## src/rtl/calib_seq_pkg.sv

```systemverilog
// -----------------------------------------------------------------------------
// calib_seq_pkg
// Shared definitions for the calibration run sequencer:
//   - default widths and timeout for calib_seq
//   - FSM state encoding
//   - helpers to replicate and majority-vote the (optionally triplicated)
//     FSM state register
// -----------------------------------------------------------------------------
package calib_seq_pkg;

    // Default configuration widths and CAL_GTRG wait timeout (clocks).
    localparam int CNT_W_DEF = 8;
    localparam int GAP_W_DEF = 16;
    localparam int TMO_DEF   = 255;

    // The timeout counter is always 8 bits wide; TMO must fit in it.
    localparam int TMO_W = 8;

    // FSM state encoding.
    localparam int ST_W = 3;

    typedef enum logic [ST_W-1:0] {
        ST_IDLE   = 3'd0,
        ST_FIRE   = 3'd1,
        ST_WAIT   = 3'd2,
        ST_GAP    = 3'd3,
        ST_FINISH = 3'd4
    } state_t;

    // Three copies of the state, used as the FSM register.
    typedef logic [3*ST_W-1:0] state_rep_t;

    // Write the same next state into all three copies.
    function automatic state_rep_t rep3(input state_t s);
        return {s, s, s};
    endfunction

    // Bitwise 2-of-3 majority across the three copies.
    function automatic state_t vote3(input state_rep_t rep);
        logic [ST_W-1:0] a;
        logic [ST_W-1:0] b;
        logic [ST_W-1:0] c;
        a = rep[ST_W-1:0];
        b = rep[2*ST_W-1:ST_W];
        c = rep[3*ST_W-1:2*ST_W];
        return state_t'((a & b) | (a & c) | (b & c));
    endfunction

endpackage

```

## src/rtl/calib_seq_dncnt.sv

```systemverilog
// -----------------------------------------------------------------------------
// calib_seq_dncnt
// Loadable down-counter with zero flag. Load has priority over decrement;
// decrementing stops at zero.
// Ports:
//   i_clk       clock, rising edge
//   i_rst_n     asynchronous active-low reset (count -> 0)
//   i_load      load i_load_val on the next edge
//   i_dec       decrement on the next edge (ignored while loading or at zero)
//   i_load_val  value to load
//   o_zero      count is zero
// -----------------------------------------------------------------------------
module calib_seq_dncnt #(
    parameter int W = 8
) (
    input  logic         i_clk,
    input  logic         i_rst_n,
    input  logic         i_load,
    input  logic         i_dec,
    input  logic [W-1:0] i_load_val,
    output logic         o_zero
);

    logic [W-1:0] r_cnt;

    // NOTE: sequential state is assigned with <= so every register samples
    // the pre-edge values of its neighbours, whatever the statement order.
    always_ff @(posedge i_clk or negedge i_rst_n) begin
        if (!i_rst_n) begin
            r_cnt <= '0;
        end else if (i_load) begin
            r_cnt <= i_load_val;
        end else if (i_dec && (r_cnt != '0)) begin
            r_cnt <= r_cnt - W'(1);
        end
    end

    assign o_zero = (r_cnt == '0);

endmodule

```

## src/rtl/calib_seq.sv

```systemverilog
// -----------------------------------------------------------------------------
// calib_seq
// Calibration run sequencer (CLKCMS domain). On a rising edge of START while
// idle it issues NPULSE single-cycle strobes on CCBINJ (MODE=0) or CCBPLS
// (MODE=1). After each strobe it waits for the delayed CAL_GTRG return or a
// timeout of TMO+1 clocks, then waits max(GAP,1) clocks before the next
// strobe. ABORT ends an active run early.
// Ports:
//   i_clkcms       40 MHz CMS clock, rising edge
//   i_rst_n        asynchronous active-low reset
//   i_start        level; rising edge starts a run when idle
//   i_abort        level; ends an active run
//   i_mode         0 = inject (CCBINJ), 1 = pulse (CCBPLS)
//   i_npulse       strobes per run; 0 = empty run
//   i_gap          clocks from CAL_GTRG return to next strobe; 0 acts as 1
//   i_cal_gtrg     delayed calibration L1A return
//   o_ccbinj       single-cycle inject request
//   o_ccbpls       single-cycle pulse request
//   o_busy         high from run start through the DONE cycle
//   o_done         single-cycle end-of-run strobe
//   o_timeout_err  sticky timeout flag, cleared at next run start
//   o_ndone        strobes issued in the current/last run
// -----------------------------------------------------------------------------
module calib_seq
    import calib_seq_pkg::*;
#(
    parameter int CNT_W = CNT_W_DEF,
    parameter int GAP_W = GAP_W_DEF,
    parameter int TMO   = TMO_DEF,
    parameter bit TMR   = 1'b0
) (
    input  logic             i_clkcms,
    input  logic             i_rst_n,
    input  logic             i_start,
    input  logic             i_abort,
    input  logic             i_mode,
    input  logic [CNT_W-1:0] i_npulse,
    input  logic [GAP_W-1:0] i_gap,
    input  logic             i_cal_gtrg,
    output logic             o_ccbinj,
    output logic             o_ccbpls,
    output logic             o_busy,
    output logic             o_done,
    output logic             o_timeout_err,
    output logic [CNT_W-1:0] o_ndone
);

    localparam logic [TMO_W-1:0] TMO_LD = TMO_W'(TMO);

    // FSM state (one or three copies) and its effective value.
    state_rep_t       r_state_rep;
    state_t           w_state;

    // START edge detect.
    logic             r_start_q;
    logic             w_start_le;

    // Run configuration latched at start.
    logic             r_mode;
    logic [CNT_W-1:0] r_npulse;
    logic [GAP_W-1:0] r_gap;

    // Registered outputs.
    logic             r_ccbinj;
    logic             r_ccbpls;
    logic             r_busy;
    logic             r_done;
    logic             r_tmo_err;
    logic [CNT_W-1:0] r_ndone;

    // Counter control and status.
    logic             w_tmo_zero;
    logic             w_gap_zero;
    logic             w_last;
    logic             w_wait_exit;
    logic [GAP_W-1:0] w_gap_ld_val;

    // With TMR the three copies are voted; otherwise only copy 0 is used and
    // the other two are left for synthesis to remove.
    assign w_state    = TMR ? vote3(r_state_rep) : state_t'(r_state_rep[ST_W-1:0]);

    assign w_start_le = i_start & ~r_start_q;

    // All requested strobes issued (NDONE already counts the current one).
    assign w_last     = (r_ndone == r_npulse);

    // WAIT ends on a return or on timeout, unless ABORT takes precedence.
    assign w_wait_exit = (w_state == ST_WAIT) && !i_abort && (i_cal_gtrg || w_tmo_zero);

    // The gap counter is loaded with max(GAP,1)-1 and GAP exits on zero, so
    // GAP lasts exactly max(GAP,1) cycles.
    assign w_gap_ld_val = (r_gap == '0) ? '0 : (r_gap - GAP_W'(1));

    // Timeout counter: loaded in FIRE so WAIT sees TMO..0, i.e. TMO+1 cycles.
    calib_seq_dncnt #(
        .W (TMO_W)
    ) u_tmo_cnt (
        .i_clk      (i_clkcms),
        .i_rst_n    (i_rst_n),
        .i_load     (w_state == ST_FIRE),
        .i_dec      (w_state == ST_WAIT),
        .i_load_val (TMO_LD),
        .o_zero     (w_tmo_zero)
    );

    // Gap counter: loaded on the WAIT -> GAP transition.
    calib_seq_dncnt #(
        .W (GAP_W)
    ) u_gap_cnt (
        .i_clk      (i_clkcms),
        .i_rst_n    (i_rst_n),
        .i_load     (w_wait_exit && !w_last),
        .i_dec      (w_state == ST_GAP),
        .i_load_val (w_gap_ld_val),
        .o_zero     (w_gap_zero)
    );

    always_ff @(posedge i_clkcms or negedge i_rst_n) begin
        if (!i_rst_n) begin
            r_state_rep <= rep3(ST_IDLE);
            // Resetting to 1 means START held high across reset release is
            // not seen as a rising edge.
            r_start_q   <= 1'b1;
            r_mode      <= 1'b0;
            r_npulse    <= '0;
            r_gap       <= '0;
            r_ccbinj    <= 1'b0;
            r_ccbpls    <= 1'b0;
            r_busy      <= 1'b0;
            r_done      <= 1'b0;
            r_tmo_err   <= 1'b0;
            r_ndone     <= '0;
        end else begin
            r_start_q <= i_start;

            // Single-cycle outputs default low.
            r_ccbinj  <= 1'b0;
            r_ccbpls  <= 1'b0;
            r_done    <= 1'b0;

            // BUSY drops after the DONE cycle; a start accepted in that same
            // cycle (below) keeps it high.
            if (r_done) begin
                r_busy <= 1'b0;
            end

            case (w_state)
                ST_IDLE: begin
                    if (w_start_le) begin
                        r_mode    <= i_mode;
                        r_npulse  <= i_npulse;
                        r_gap     <= i_gap;
                        r_ndone   <= '0;
                        r_tmo_err <= 1'b0;
                        r_busy    <= 1'b1;
                        r_state_rep <= (i_npulse != '0) ? rep3(ST_FIRE) : rep3(ST_FINISH);
                    end
                end

                ST_FIRE: begin
                    // The strobe is committed once FIRE is entered; ABORT only
                    // cuts the run short after it.
                    r_ndone  <= r_ndone + CNT_W'(1);
                    r_ccbinj <= ~r_mode;
                    r_ccbpls <= r_mode;
                    r_state_rep <= i_abort ? rep3(ST_FINISH) : rep3(ST_WAIT);
                end

                ST_WAIT: begin
                    if (i_abort) begin
                        r_state_rep <= rep3(ST_FINISH);
                    end else if (w_wait_exit) begin
                        // A return in the last timeout cycle is not an error.
                        if (!i_cal_gtrg) begin
                            r_tmo_err <= 1'b1;
                        end
                        r_state_rep <= w_last ? rep3(ST_FINISH) : rep3(ST_GAP);
                    end
                end

                ST_GAP: begin
                    if (i_abort) begin
                        r_state_rep <= rep3(ST_FINISH);
                    end else if (w_gap_zero) begin
                        r_state_rep <= rep3(ST_FIRE);
                    end
                end

                ST_FINISH: begin
                    r_done      <= 1'b1;
                    r_state_rep <= rep3(ST_IDLE);
                end

                default: begin
                    r_state_rep <= rep3(ST_IDLE);
                end
            endcase
        end
    end

    assign o_ccbinj      = r_ccbinj;
    assign o_ccbpls      = r_ccbpls;
    assign o_busy        = r_busy;
    assign o_done        = r_done;
    assign o_timeout_err = r_tmo_err;
    assign o_ndone       = r_ndone;

endmodule

```

## config.mk

```make
export PLATFORM = sky130hd
export DESIGN_NAME = calib_seq
export DESIGN_NICKNAME = d
export VERILOG_FILES = /design/src/rtl/calib_seq_pkg.sv /design/src/rtl/calib_seq_dncnt.sv /design/src/rtl/calib_seq.sv
export SDC_FILE = /design/constraint.sdc
export NUM_CORES = 1
export LEC_CHECK = 0
export CAP_MARGIN = 30
export CORE_ASPECT_RATIO = 0.8
export CORE_MARGIN = 5
export CORE_UTILIZATION = 30
export CTS_CLUSTER_DIAMETER = 200
export DETAILED_ROUTE_END_ITERATION = 8
export GPL_TIMING_DRIVEN = 0
export SYNTH_ARGS = -nofsm -noshare
export SYNTH_HDL_FRONTEND = slang
export SYNTH_SLANG_ARGS = --single-unit
```

## constraint.sdc

```tcl
create_clock -name i_clkcms -period 3.7 [get_ports i_clkcms]
set_clock_uncertainty 0.1 [all_clocks]
set_input_delay 0.74 -clock i_clkcms [delete_from_list [all_inputs] [get_ports i_clkcms]]
set_output_delay 0.74 -clock i_clkcms [all_outputs]
set_load 0.01 [all_outputs]
```

Word level (Yosys, flattened, before mapping). Index checks and enable logic that the tools add are counted.

Register bits after elaboration: 66.

Add/subtract/negate cells: 4. Equality and inequality tests: 11. Muxes and demuxes: 27. Bitwise gates (word level): 3. Reductions and logical operators: 23.

Operators by type and width (number): 2-to-1 mux 16 bit (3); zero test 16 bit (2); subtractor 16 x 1 -> 16 bit (second input constant) (2); 2-to-1 mux 3 bit (8); 2-to-1 mux 8 bit (3); one-hot mux 8 bit (2 select lines) (1); nonzero test 16 bit (1); nonzero test 8 bit (2); one-hot mux 3 bit (4 select lines) (1); 2-to-1 mux 1 bit (10); adder 8 x 1 -> 8 bit (second input constant) (1); equality test 8 bit (1); zero test 8 bit (1); != test 2 bit (second input constant) (4); nonzero test 2 bit (4); subtractor 8 x 1 -> 8 bit (second input constant) (1); equality test 3 x 2 -> 1 bit (second input constant) (2); != test 3 bit (second input constant) (2); logical AND 1 bit (5); AND reduction 5 bit (1); AND reduction 2 bit (2); equality test 3 x 1 -> 1 bit (second input constant) (1); equality test 3 bit (second input constant) (1); zero test 3 bit (1); other kinds (6) (8).

Depth between registers and ports, before layout.
Depth after elaboration: 6. Gate-level depth with buffers: 8.

Modules after synthesis. From an unflattened synthesis, not the netlist that was laid out.

Cell total of the unflattened synthesis: 406. Area total of the unflattened synthesis: 3868.7 µm².

Modules (own cells, without submodules): calib_seq (times used 1, cells an instance 214, area an instance 2229.6 µm²); calib_seq_dncnt at u_gap_cnt (times used 1, cells an instance 124, area an instance 1063.5 µm²); calib_seq_dncnt at u_tmo_cnt (times used 1, cells an instance 68, area an instance 575.6 µm²).

Worst setup path before layout. No wires, ideal clock.

Path kind: flip-flop to flip-flop. Start point: reg r_gap[0]. End point: reg u_gap_cnt.r_cnt[11]. Data arrival time: 2029 ps. Data required time: 3448 ps. Slack: 1419 ps. Cell stages (with the launch flop): 8. Clock period less this slack: 2281 ps. Path through: dfrtp_1 > inv_1 > ha_1 > or4b_1 > nor3_1 > nand2_1 > o31ai_2 > o22ai_1.

Longest elaborated chain between the ends: 3. Elaborated cells between the ends (all ways): 4. Those cells by class: add/sub (1); mux (2); reduce/logical (1).

Ends and longest elaborated chain: start: declaration (RTL line calib_seq.sv:61) `logic [GAP_W-1:0] r_gap;`; start signal: assignment (RTL line calib_seq.sv:152) `r_gap <= i_gap;`; subtractor 16 x 1 -> 16 bit / zero test 16 bit (equally long branches) (RTL line calib_seq.sv:92) `assign w_gap_ld_val = (r_gap == '0) ? '0 : (r_gap - GAP_W'(1));`; 2-to-1 mux 16 bit * (RTL line calib_seq.sv:92); 2-to-1 mux 16 bit * (RTL line calib_seq_dncnt.sv:31) `end else if (i_load) begin`; end signal: assignment (RTL line calib_seq_dncnt.sv:32) `r_cnt <= i_load_val;`; end signal: assignment (RTL line calib_seq_dncnt.sv:34) `r_cnt <= r_cnt - W'(1);`; end: declaration (RTL line calib_seq_dncnt.sv:24) `logic [W-1:0] r_cnt;`.

Mark *: on every way between the ends. The rest lies on a longest branch, timed or not. A chain may end at the register's enable or synchronous reset.

Worst setup path in the final report.
Start point: reg r_gap[0]. End point: reg u_gap_cnt.r_cnt[3].

Same word-level chain as after synthesis.

==> impl_results.md <==
- Outcome: finished clean
- Synth top area share: 46.6%
- Tmin final: 2.98 ns
- Max FO, Critical Path: 9
- Clock root buffer: clkbuf_16
- Met1 Use GR: 19.7%
- GRT Total Usage: 12.7%
- Lkg Pwr: 1.70 nW
- NumNets Final: 415
- Maximum root-to-sink buffer count: 2
- Routability Congestion: 0.778
- Startpoint class of the critical path: flop
- I/O Pins: 43
- DRC viols: 0
- #FFs+latches synth: 66
- Req. time, crit path: 3.79 ns
- CTS Buf Count: 9
- Max IR drop VDD: 0.280 mV
- Worst Hold Class: flop to flop
- Post-route ant nets: 0
- CTS sink count: 66
- Vias per std cell: 4.92
- GR Util met2: 16.1%
- Buffer count from post-CTS setup fixing: 0
- Worst hold slack: 0.358 ns
- ANT cells: 0
- Post-Syn Area: 3490 um2
- GRT Residual Overflow: 0
- Site Rows: 35
- WL/cell: 15.2 um
- Worst Path Arrival: 3.07 ns
- Initial Utilization: 30.4%
- Worst slew pin tran: 0.932 ns
- Asr flop ratio synth: 100%
- Top post-synthesis cells by area: dfrtp_1 47%, mux2_2 7.7%, xor2_1 5.3%
- Unrepaired setup endpoints after global routing: false
- CORE AREA: 11500 um2
- Fin Setup TNS: 0 ns
- Largest net degree at the start of global routing: 67
- Slew HR: 37.4%
- EDFF count, synth: 0
- Post-DP HPWL: 5.76 mm
- Met3 Track Usage GR: 4.22%
- Die height: 106 um
- Fin. Hold Viols: 0
- Achievable frequency: 335 MHz
- First DRT Iteration DRCs: 127
- PortBufs: 42
- Crit Path Category: flop to flop
- Synth Net Count: 362
- CTS tree: built
- Place WS: 0.422 ns
- DIE AREA: 13900 um2
- Vias in the first global route: 2577
- Fill cell count: 1136
- Routed vias: 2616
- Proportion of layout cells with a drive suffix above 1: 14.1%
- Final period utilization: 80.6%
- Yosys Warn Count: 0
- Cells after Synth: 326
- Area delta synth->final: 24.9%
- Initial antenna violation count: 0
- First-pass GRT wire length: 13.5 mm
- Library cells used by synthesis: 49
- Critical Path Sink Type: flop
- Worst-path clk slew: 0.06 ns
- CTS H-Tree Depth: 3
- PwrDens: 724 nW/um2
- Largest area contributor in the netlist: dfrtp_1
- DRT Wirelength: 8.11 mm
- Sequential-to-total area share from yosys stat: 47.3%
- Post-synth top flop: dfrtp_1
- Post_cts resized: 0
- Setup Viol. Count Final: 0
- Die span in x: 131 um
- Clk_lat worst skew: 0.33 ns
- Fin. max-slew vios: 0
- Setup WS post-layout: 0.719 ns
- Avg Cell Area, Syn: 10.7 um2
- CTS Hold Bufs: 0
- GR peak layer: met1
- Drt pass-1 iters: 4
- Max cap viols: 0
[layout by cell type, fill, tap and decap left out, drive strengths merged, types with 3 or more instances in the layout]
cell type      count
nor3              10
buf                6
ha                 6
dfrtp             65
or3                5
o22ai              9
clkinv             3
or4                5
nor2              22
o21ai             12
nand2             23
o21a               5
clkdlybuf4s50     41
xnor2             15
a211oi             5
nor4              16
inv                7
a21oi             14
nand3              6
xor2              21
clkbuf            20
nand4              5
mux2              24
mux2i              8
and3               6
[area by class of cell]
class / count / area, um2 / area share (%)
tap: 148 / 185 / 4.25
inverter: 7 / 26.3 / 0.603
sequential: 66 / 1650 / 37.9
timing repair buffer: 42 / 418 / 9.59
multi-input combinational: 241 / 1760 / 40.4
buffer: 12 / 51.3 / 1.18
clock buffer: 13 / 250 / 5.74
clock inverter: 3 / 15.0 / 0.344
[cells by family (layout without fill, tap and decap cells)]
kind of cell	Yosys count	count (layout)	synth area share (%)
DFF	66	66	47.3
AOI/OAI and AO/OA	57	57	11.1
adders and majority gates	6	6	2.15
buffers and inverters	19	77	2.22
xor gates and xnor gates	36	36	9.03
and+or+nand+nor	110	110	18.1
muxes	32	32	10.0
[cell usage after synthesis, drive strengths merged, types with 5 or more instances]
| master | number |
|---|---|
| dfrtp | 65 |
| a21oi | 14 |
| o21a | 5 |
| mux2i | 8 |
| or4 | 5 |
| o22ai | 9 |
| clkbuf | 7 |
| or3 | 5 |
| xnor2 | 15 |
| nor4 | 16 |
| mux2 | 24 |
| nor3 | 10 |
| and3 | 6 |
| o21ai | 12 |
| a211oi | 5 |
| xor2 | 21 |
| nand4 | 5 |
| inv | 7 |
| nand2 | 23 |
| nor2 | 22 |
| ha | 6 |
| nand3 | 6 |
| buf | 5 |
[final timing paths]
path	slack (ns)	end	depth (start not counted)	startpoint
worst max-delay path	0.72	u_gap_cnt.r_cnt[3]	7	r_gap[0]
worst min-delay path	0.36	o_ccbinj	1	r_mode
worst max register to register	0.72	u_gap_cnt.r_cnt[3]	7	r_gap[0]
worst min register to register	0.36	o_ccbinj	1	r_mode
max in group asynchronous	2.54	u_gap_cnt.r_cnt[9]	1	i_rst_n
min in group asynchronous	0.39	u_tmo_cnt.r_cnt[1]	1	i_rst_n
[per-layer routing]
metal,vias up,wire length (um)
met5,-,0
met4,0,91
li1,1298,-
met3,8,456
met1,1259,4330
met2,51,3230
[power breakdown]
group / total, mW / switching, mW / internal, mW
clock: 0.769 / 0.301 / 0.468
sequential: 1.32 / 0.304 / 1.01
combinational: 1.07 / 0.527 / 0.543
total: 3.16 / 1.13 / 2.02
[critical path: stages, from the launching register on]
cell	delay [ns]
dfrtp_1	0.41
inv_1	0.09
ha_1	0.21
or4b_1	0.48
nor3_1	0.54
nand2_1	0.14
o31ai_2	0.66
o22ai_1	0.19
[registers in the layout, indices dropped and copies added (netlist names), 3 cells and up]
| signal | count |
|---|---|
| r_gap | 16 |
| u_gap_cnt.r_cnt | 16 |
| o_ndone | 8 |
| r_npulse | 8 |
| u_tmo_cnt.r_cnt | 8 |
| r_state_rep | 3 |
[stage by stage]
step	cell area (um2)	util, %	std cells	total power, mW
after floorplan	3490	-	326	2.03
after global placement	4100	35.7	516	2.36
after detailed placement	4090	35.7	516	2.39
after CTS	4360	38.0	532	3.19
after global routing	4360	38.0	532	3.40
final	4360	38.0	532	3.16
No activity file was read; power rests on OpenSTA's default activity.
